$ cat src/rtl/calc_pkg.sv
// Shared calculator definitions: key codes, PS/2 scan constants, state encodings
// and the set-2 scan code to key code map used by the keypad front end.
package calc_pkg;

    localparam logic [3:0] KEY_PLUS  = 4'd10;
    localparam logic [3:0] KEY_MINUS = 4'd11;
    localparam logic [3:0] KEY_MULT  = 4'd12;
    localparam logic [3:0] KEY_ESC   = 4'd13;
    localparam logic [3:0] KEY_ENTER = 4'd14;
    // Never a legal key; marks "unmapped" and "no key held".
    localparam logic [3:0] KEY_NONE  = 4'd15;

    localparam logic [7:0] SC_BREAK = 8'hF0;
    localparam logic [7:0] SC_EXT   = 8'hE0;

    typedef enum logic [1:0] {
        RX_IDLE = 2'd0,
        RX_DATA = 2'd1,
        RX_STOP = 2'd2
    } rx_state_t;

    // Bit 0 tracks a pending E0 prefix, bit 1 a pending F0 prefix.
    typedef enum logic [1:0] {
        DEC_MAKE    = 2'b00,
        DEC_EXT     = 2'b01,
        DEC_BRK     = 2'b10,
        DEC_EXT_BRK = 2'b11
    } dec_state_t;

    function automatic logic [3:0] scan_to_key(input logic ext, input logic [7:0] sc);
        logic [3:0] k;
        k = KEY_NONE;
        if (ext) begin
            if (sc == 8'h5A) begin
                k = KEY_ENTER;
            end
        end else begin
            case (sc)
                8'h45, 8'h70: k = 4'd0;
                8'h16, 8'h69: k = 4'd1;
                8'h1E, 8'h72: k = 4'd2;
                8'h26, 8'h7A: k = 4'd3;
                8'h25, 8'h6B: k = 4'd4;
                8'h2E, 8'h73: k = 4'd5;
                8'h36, 8'h74: k = 4'd6;
                8'h3D, 8'h6C: k = 4'd7;
                8'h3E, 8'h75: k = 4'd8;
                8'h46, 8'h7D: k = 4'd9;
                8'h79:        k = KEY_PLUS;
                8'h4E, 8'h7B: k = KEY_MINUS;
                8'h7C:        k = KEY_MULT;
                8'h76:        k = KEY_ESC;
                8'h5A:        k = KEY_ENTER;
                default:      k = KEY_NONE;
            endcase
        end
        return k;
    endfunction

endpackage

$ cat src/rtl/ps2_rx.sv
// PS/2 device-to-host receiver: synchronises the raw lines, samples on ps2_clk
// falling edges, checks start/parity/stop and discards stalled partial frames.
module ps2_rx
    import calc_pkg::*;
#(
    parameter int unsigned TIMEOUT_CYC = 50000,
    parameter int unsigned SYNC_STAGES = 2
) (
    input  logic       clk,
    input  logic       rst,
    input  logic       ps2_clk,
    input  logic       ps2_data,
    output logic       byte_rdy,
    output logic [7:0] rx_byte,
    output logic       frame_err
);

    localparam int unsigned WD_W = $clog2(TIMEOUT_CYC + 1);
    localparam logic [WD_W-1:0] WD_LAST = WD_W'(TIMEOUT_CYC - 1);

    logic [SYNC_STAGES-1:0] clk_sync_q, clk_sync_d;
    logic [SYNC_STAGES-1:0] data_sync_q, data_sync_d;
    logic                   clk_prev_q, clk_prev_d;
    rx_state_t              state_q, state_d;
    logic [3:0]             bit_cnt_q, bit_cnt_d;
    logic [7:0]             shift_q, shift_d;
    logic                   par_q, par_d;
    logic [WD_W-1:0]        wd_q, wd_d;
    logic                   byte_rdy_q, byte_rdy_d;
    logic                   err_q, err_d;

    logic clk_s, data_s, fall, timeout;

    always_comb begin
        clk_sync_d  = {clk_sync_q[SYNC_STAGES-2:0], ps2_clk};
        data_sync_d = {data_sync_q[SYNC_STAGES-2:0], ps2_data};
        clk_s       = clk_sync_q[SYNC_STAGES-1];
        data_s      = data_sync_q[SYNC_STAGES-1];
        fall        = clk_prev_q & ~clk_s;
        clk_prev_d  = clk_s;

        state_d    = state_q;
        bit_cnt_d  = bit_cnt_q;
        shift_d    = shift_q;
        par_d      = par_q;
        byte_rdy_d = 1'b0;
        err_d      = 1'b0;

        // Watchdog measures cycles since the last falling edge, only mid-frame.
        if (bit_cnt_q == 4'd0 || fall) begin
            wd_d = '0;
        end else begin
            wd_d = wd_q + 1'b1;
        end
        timeout = (bit_cnt_q != 4'd0) && !fall && (wd_q == WD_LAST);

        if (timeout) begin
            state_d   = RX_IDLE;
            bit_cnt_d = 4'd0;
            err_d     = 1'b1;
            wd_d      = '0;
        end else if (fall) begin
            case (state_q)
                RX_IDLE: begin
                    if (!data_s) begin
                        state_d   = RX_DATA;
                        bit_cnt_d = 4'd1;
                        par_d     = 1'b0;
                    end
                end
                RX_DATA: begin
                    if (bit_cnt_q <= 4'd8) begin
                        shift_d = {data_s, shift_q[7:1]};
                    end
                    // Running XOR over data and parity bit must end up odd.
                    par_d     = par_q ^ data_s;
                    bit_cnt_d = bit_cnt_q + 4'd1;
                    if (bit_cnt_q == 4'd9) begin
                        state_d = RX_STOP;
                    end
                end
                RX_STOP: begin
                    state_d   = RX_IDLE;
                    bit_cnt_d = 4'd0;
                    if (data_s && par_q) begin
                        byte_rdy_d = 1'b1;
                    end else begin
                        err_d = 1'b1;
                    end
                end
                default: begin
                    state_d   = RX_IDLE;
                    bit_cnt_d = 4'd0;
                end
            endcase
        end
    end

    always_ff @(posedge clk or posedge rst) begin
        if (rst) begin
            clk_sync_q  <= '0;
            data_sync_q <= '0;
            clk_prev_q  <= 1'b0;
            state_q     <= RX_IDLE;
            bit_cnt_q   <= 4'd0;
            shift_q     <= '0;
            par_q       <= 1'b0;
            wd_q        <= '0;
            byte_rdy_q  <= 1'b0;
            err_q       <= 1'b0;
        end else begin
            clk_sync_q  <= clk_sync_d;
            data_sync_q <= data_sync_d;
            clk_prev_q  <= clk_prev_d;
            state_q     <= state_d;
            bit_cnt_q   <= bit_cnt_d;
            shift_q     <= shift_d;
            par_q       <= par_d;
            wd_q        <= wd_d;
            byte_rdy_q  <= byte_rdy_d;
            err_q       <= err_d;
        end
    end

    assign byte_rdy  = byte_rdy_q;
    assign rx_byte   = shift_q;
    assign frame_err = err_q;

endmodule

$ cat src/rtl/ps2_keypad.sv
// Keyboard front end of the calculator: turns received PS/2 bytes into one
// strobed key code per fresh key press, ignoring breaks and typematic repeats.
module ps2_keypad
    import calc_pkg::*;
#(
    parameter int unsigned TIMEOUT_CYC = 50000,
    parameter int unsigned SYNC_STAGES = 2
) (
    input  logic        clk,
    input  logic        rst,
    input  logic        ps2_clk,
    input  logic        ps2_data,
    output logic [10:0] key_code,
    output logic        key_valid,
    output logic        frame_err
);

    logic       byte_rdy;
    logic [7:0] rx_byte;
    logic       rx_err;

    ps2_rx #(
        .TIMEOUT_CYC(TIMEOUT_CYC),
        .SYNC_STAGES(SYNC_STAGES)
    ) u_rx (
        .clk      (clk),
        .rst      (rst),
        .ps2_clk  (ps2_clk),
        .ps2_data (ps2_data),
        .byte_rdy (byte_rdy),
        .rx_byte  (rx_byte),
        .frame_err(rx_err)
    );

    dec_state_t state_q, state_d;
    logic [3:0] key_code_q, key_code_d;
    logic       key_valid_q, key_valid_d;
    logic [3:0] last_make_q, last_make_d;

    logic       ext, brk;
    logic [3:0] code;

    always_comb begin
        state_d     = state_q;
        key_code_d  = key_code_q;
        key_valid_d = 1'b0;
        last_make_d = last_make_q;

        ext  = (state_q == DEC_EXT) || (state_q == DEC_EXT_BRK);
        brk  = (state_q == DEC_BRK) || (state_q == DEC_EXT_BRK);
        code = scan_to_key(ext, rx_byte);

        if (byte_rdy) begin
            if (rx_byte == SC_EXT) begin
                state_d = brk ? DEC_EXT_BRK : DEC_EXT;
            end else if (rx_byte == SC_BREAK) begin
                state_d = ext ? DEC_EXT_BRK : DEC_BRK;
            end else if (brk) begin
                if (code == last_make_q) begin
                    last_make_d = KEY_NONE;
                end
                state_d = DEC_MAKE;
            end else begin
                state_d = DEC_MAKE;
                // last_make only changes on a new press or its own release,
                // so a second key pressed while one is held still strobes.
                if (code != KEY_NONE && code != last_make_q) begin
                    key_code_d  = code;
                    key_valid_d = 1'b1;
                    last_make_d = code;
                end
            end
        end
    end

    always_ff @(posedge clk or posedge rst) begin
        if (rst) begin
            state_q     <= DEC_MAKE;
            key_code_q  <= 4'd0;
            key_valid_q <= 1'b0;
            last_make_q <= KEY_NONE;
        end else begin
            state_q     <= state_d;
            key_code_q  <= key_code_d;
            key_valid_q <= key_valid_d;
            last_make_q <= last_make_d;
        end
    end

    assign key_code  = {7'd0, key_code_q};
    assign key_valid = key_valid_q;
    assign frame_err = rx_err;

endmodule

$ cat config.mk
export PLATFORM = sky130hd
export DESIGN_NAME = ps2_keypad
export DESIGN_NICKNAME = d
export VERILOG_FILES = /design/src/rtl/calc_pkg.sv /design/src/rtl/ps2_rx.sv /design/src/rtl/ps2_keypad.sv
export SDC_FILE = /design/constraint.sdc
export NUM_CORES = 1
export LEC_CHECK = 0
export CORE_MARGIN = 2
export CORE_UTILIZATION = 44
export CTS_CLUSTER_DIAMETER = 30
export DETAILED_ROUTE_END_ITERATION = 7
export MAX_ROUTING_LAYER = met4
export PLACE_DENSITY = 0.59
export SKIP_LAST_GASP = 1
export SYNTH_ARGS = -nofsm -noshare
export SYNTH_HDL_FRONTEND = slang
export SYNTH_SLANG_ARGS = --single-unit
$ cat constraint.sdc
create_clock -name clk -period 3.1 [get_ports clk]
set_input_delay 0.62 -clock clk [delete_from_list [all_inputs] [get_ports clk]]
set_output_delay 0.62 -clock clk [all_outputs]
set_load 0.01 [all_outputs]
# Word-level counts from Yosys, hierarchy flattened
# Memory sizes are Yosys's and may differ from the RTL's.
# Index checks and enable logic that the tools add are counted.
[classes]
addsub = 2
order_cmp = 1
eq_ne = 17
muxes = 36
bitwise_logic = 7
n_reduce_logical = 20
[op_table]
columns = ["operator", "n"]
rows = [
  ["$mux 16", 2],
  ["$mux 4", 8],
  ["$add 16x1->16 const B", 1],
  ["$eq 16x16->1 const B", 1],
  ["$eq 8x8->1 const B", 2],
  ["$mux 1", 16],
  ["$mux 2", 7],
  ["$reduce_and 5->1", 2],
  ["$eq 8x7->1 const B", 1],
  ["$pmux 4 s2", 1],
  ["$reduce_and 4->1", 2],
  ["$eq 2x2->1 const B", 3],
  ["$reduce_bool 2->1", 3],
  ["$not 1->1", 5],
  ["$add 4x1->4 const B", 1],
  ["$eq 2x1->1 const B", 2],
  ["$eq 4x4->1", 1],
  ["$eq 4x4->1 const B", 1],
  ["$le 4x4->1 const B", 1],
  ["$logic_and 1x1->1", 4],
  ["$logic_not 4->1", 1],
  ["$ne 4x4->1", 1],
  ["$ne 4x4->1 const B", 1],
  ["$pmux 2 s2", 1],
  ["13 further kinds", 15],
]
[word_totals]
ff_bits = 49
rom_bits = 512
inputBits = 4
out_inout_bits = 13
wordCells = 98
n_memories = 1
[mem_list]
columns = ["name", "words", "width", "rd", "rd_ports_with_merged_regs", "wr", "line_no", "source"]
rows = [
  ["(name not given)", 128, 4, 1, 0, 0, "calc_pkg.sv:38", "case (sc)"],
]

# Depth between registers and ports, before layout
[depth]
ltp_word = 10
depth_mapped = 10
mapped_depth_nobuf = 9

# Modules after synthesis
# From an unflattened synthesis, not the netlist that was laid out.
[unflattened]
cells_unflattened = 298
hier_area_um2 = 2959.1
[modules_own_cells]
columns = ["mod", "n_inst", "cells_each", "area_per_inst_um2", "seq_area_each_um2"]
rows = [
  ["ps2_rx", 1, 160, 1769.2, 950.9],
  ["ps2_keypad", 1, 138, 1189.9, 280.3],
]

# Worst setup path before layout
# Ideal clock, no wire load.
[synth_timing]
kind = "register to register"
start = "register u_rx.shift_q[0] (netlist: u_rx.rx_byte[0])"
end = "register key_code_q[3]"
setup_ns = 0.125
t_arrival_ns = 2.573
required_ns = 2.975
path_slack_ns = 0.402
stages_incl_launch_ff = 10
path_buffers = 0
synth_period_minus_slack_ns = 2.698
cell_sequence = "dfrtp_1 > inv_1 > ha_1 > or4bb_1 > a31oi_1 > or2_2 > o211a_2 > nand4_4 > o2111ai_4 > mux2_4"
[synth_between]
elab_chain_cells = 6
word_cells_on_any_way = 13
classes_between = "5 x eq/ne; 3 x mux; 2 x bitwise; 2 x reduce/logical; 1 x memory"
[synth_lines]
columns = ["item", "line_no", "source"]
rows = [
  ["start, declared", "ps2_rx.sv:26", "logic [7:0] shift_q, shift_d;"],
  ["start signal, assigned", "ps2_rx.sv:117", "shift_q <= shift_d;"],
  ["$mem_v2 128x4 / $eq 8x7->1 (equally long branches)", "-", ""],
  ["$mux 4 / $mux 1 (equally long branches)", "calc_pkg.sv:38, calc_pkg.sv:34", ""],
  ["$mux 4", "calc_pkg.sv:33", "if (ext) begin"],
  ["$ne 4x4->1", "ps2_keypad.sv:67", "if (code != KEY_NONE && code != last_make_q) begin"],
  ["$logic_and 1x1->1", "ps2_keypad.sv:67", ""],
  ["$reduce_and 5->1 (no line)", "-", ""],
  ["end signal, assigned", "ps2_keypad.sv:84", "key_code_q <= key_code_d;"],
  ["end, declared", "ps2_keypad.sv:36", "logic [3:0] key_code_q, key_code_d;"],
]
# Several ways; a longest one is shown, not always the timed one.
# A chain may end at the register's enable or synchronous reset.

# Worst setup path in the final report
[layout_timing]
start = "register u_rx.shift_q[0] (netlist: u_rx.rx_byte[0])"
end = "register key_code_q[1]"
# Same word-level chain as after synthesis.

==> impl_results.md <==
* Clock Pin Slew Worst Setup and Hold Paths at approximately 100 ps
* Critical path class: flip-flop to flip-flop
* First-pass GRT wire length at just under 10000 um
* Die Width at just under 90 um
* Setup TNS at 0 ps
* Seq/Total Area, Yosys at 41.02%
* CP Max Fanout at 8
* Max-cap violations at 0
* Fin crit period at ~3000 ps
* Ys Warns at 0
* Mapped Cells at 306
* Slew Limit Fails at 0
* Synth Area per Inst at between 9 and 10 um2
* Routed wl met2 at 2673 um
* Actual slew at the worst max-slew pin at between 500 and 600 ps
* FF+latch count, synth at 49
* WL/cell at 14.20 um
* H-tree lvl count at 2
* Setup Viol. Count Final at 0
* Final WL at approximately 5700 um
* Clock Sink Count at 49
* R2r setup slk at between 150 and 200 ps
* CP Launch Type: flip-flop
* Drt drc at 0
* WL met1 at around 2800 um
* Filler cells at about 640
* Longest Clk Path Bufs at 2
* I/O Pins at 17
* Max rail drop VDD at slightly above 0.4 mV
* Number of synthesized flops with an enable pin at 0
* IO buf count at 9
* Antenna violations before repair at 0
* Worst min path class: flip-flop to flip-flop
* Power per cell area at 657.5 nW/um2
* Final HPWL DP at about 4100 um
* Synth area leaders: dfrtp_1 38%, ha_1 4.2%, nor2_1 3.8%
* CTS tree: built
* Mapped Area at around 3000 um2
* Fin nets at 332
* Num CTS Buffers at 5
* Tcrit/Tclk final at between 90% and 100%
* Largest net degree at the start of global routing at 19
* Total GRT Usage at between 15 and 20%
* Pre-antenna DRT Iters at 4
* Clock latency on the worst-skew pair at between 300 and 400 ps
* Worst-case clock skew at ~8.1 ps
* Arrival @ worst endpoint at 3120 ps
* Area share of the largest cell type after synthesis at a little under two fifths
* Grt ovf at 0
* Via density at 5.436
* Iteration-0 DRC Markers at between 100 and 150
* RSZ-0062 raised after global routing: false
* Critical Path RT at 3300 ps
* Area grow syn2layout at 8.921%
* Crit end category: flip-flop
* Status: finished clean
* Largest area contributor in the netlist: dfrtp_1
* Main synth FF type: dfrtp_1
* Row cnt at 30
* Fmax at around 0.34 GHz
* Pleak at approximately 1.4 nW
* Total core area at approximately 6700 um2
* Die H at around 87 um
* DP Worst Slack at approximately 160 ps
* GPL Wtd Cong at about 0.85
* Layout cells sized above 1 at between 10% and 20%
* Top sig layer: met4
* Worst slew margin at 66.34%
* Vias in the first global route at between 2000 and 2500
* Routed vias at 2169
* Starting Density at 44.93%
* Setup ws final at 180.9 ps
* # diodes at 0
* Post-synth ARST share at 100.0%
* Root buffer cell: clkbuf_8
* DIE AREA at 7499 um2
* Post-synth cell types at 67
* Hold Vio Cnt, Final at 0
* Metal3 WL at approximately 140 um
* Routed Antenna Nets at 0
[layer usage]
layer / track usage [%] / up-vias
met3: 3.714 / 2
met4: 3.409 / 0
li1: - / 1117
met2: 25.80 / 23
met1: 23.85 / 1027
met5: - / -
[layout make-up]
cell class                 instances  area (um2)  area share (%)
clock buffer                       5       68.82           2.105
clock inverter                     3       28.78          0.8802
inverter                          16       60.06           1.837
multi-input combinational        229        1630           49.87
sequential                        49        1231           37.66
tap                               80       100.1           3.062
timing repair buffer              17       150.1           4.592
[critical path, stage by stage (launching register included)]
cell       delay [ps]
dfrtp_1           450
inv_1             180
ha_2              270
or4bb_1           480
a31oi_1           260
or2_2             160
o211a_2           200
nand4_4           140
o2111ai_4         330
mux2_4            330
[layout by cell type (no fill, tap or decap), drive strengths merged, types with 4 or more instances in the layout]
cell type,Yosys,routed
nor2b,6,6
o21ai,16,16
a21oi,9,9
nor2,30,30
o211a,5,5
conb,1,7
clkdlybuf4s50,0,9
nand2,19,19
xor2,8,8
and3,8,8
inv,16,18
nand3,16,16
and2,4,4
xnor2,8,8
dfstp,4,4
mux2,8,8
dfrtp,45,45
ha,10,10
buf,13,8
nor4bb,4,4
nand2b,4,4
clkbuf,5,5
nor3,5,5
[synthesized netlist by cell type (2+ instances only)]
| cell | instances |
|---|---|
| xnor2_1 | 8 |
| a211o_1 | 3 |
| inv_1 | 16 |
| or2b_1 | 3 |
| nor2_1 | 30 |
| ha_1 | 10 |
| and2_1 | 4 |
| buf_4 | 9 |
| clkbuf_1 | 5 |
| nand4b_1 | 2 |
| nand2b_1 | 4 |
| mux2_4 | 3 |
| nand4_1 | 2 |
| a31oi_1 | 3 |
| a211oi_2 | 2 |
| a21oi_1 | 9 |
| nand2_1 | 19 |
| o21ai_0 | 16 |
| o21a_1 | 3 |
| buf_2 | 3 |
| o31ai_1 | 2 |
| mux2_2 | 4 |
| and3_1 | 8 |
| nor3b_2 | 2 |
| dfrtp_1 | 45 |
| o41ai_1 | 2 |
| xor2_1 | 8 |
| nor3_1 | 5 |
| or4bb_1 | 2 |
| mux2i_1 | 2 |
| a21o_1 | 2 |
| a22o_1 | 2 |
| nand3_1 | 16 |
| o211a_1 | 4 |
| nor4bb_1 | 4 |
| or3_1 | 2 |
| dfstp_2 | 4 |
| o211ai_1 | 3 |
| a22oi_1 | 2 |
| nor2b_1 | 6 |
[cell families (layout without fill, tap and decap cells)]
group	after synthesis	count (layout)	synth area share [%]
compound gates	68	68	17.72
buf+inv	34	41	5.752
xor+xnor	16	16	4.669
flops	49	49	41.02
other cells	1	7	0.1249
fa+ha+maj	10	10	4.168
mux	10	10	4.043
simple gates	118	118	22.51
[path summary, 6_finish.rpt]
kind | cells past startpoint | from | end
worst max register to register | 9 | u_rx.rx_byte[0]$_DFFE_PP0P_ | key_code_q[1]$_DFFE_PP0P_
worst min-delay path | 0 | u_rx.clk_sync_q[0]$_DFF_PP0_ | u_rx.clk_sync_q[1]$_DFF_PP0_
max in group asynchronous | 3 | rst | last_make_q[3]$_DFFE_PP1P_
worst max-delay path | 9 | u_rx.rx_byte[0]$_DFFE_PP0P_ | key_code_q[1]$_DFFE_PP0P_
min in group asynchronous | 2 | rst | u_rx.wd_q[1]$_DFF_PP0_
worst min register to register | 0 | u_rx.clk_sync_q[0]$_DFF_PP0_ | u_rx.clk_sync_q[1]$_DFF_PP0_
[per-stage QoR]
stage                     util [%]  instance area, um2  std cells  hold slack, ps  power, mW
after floorplan                  -                3024        312           331.2      1.555
after global placement       47.32                3162        391           333.9      1.741
after detailed placement     47.32                3162        391           335.7      1.743
after CTS                    48.78                3259        399           374.2      2.163
after global routing         48.93                3269        399           382.8      2.324
final                        48.93                3269        399           370.9      2.150
[what timing repair did]
item | in CTS | in global routing
hold buffers | 0 | 0
endpoints found under the setup margin | 0 | 3
setup buffers | 0 | 0
resized for setup | 0 | 3
[state kept, by name, indices dropped and copies added (netlist names)]
signal	cells
u_rx.byte_rdy	1
u_rx.bit_cnt_q	4
u_rx.clk_prev_q	1
u_rx.rx_byte	8
key_valid	1
state_q	2
last_make_q	4
u_rx.clk_sync_q	2
u_rx.frame_err	1
key_code_q	4
u_rx.par_q	1
u_rx.wd_q	16
u_rx.data_sync_q	2
u_rx.state_q	2
[report_power, final]
group | switching, mW | internal (mW)
Clock | 0.238 | 0.169
Combinational | 0.437 | 0.357
Sequential | 0.190 | 0.759
Note: power is estimated with default switching activity, not from simulation.
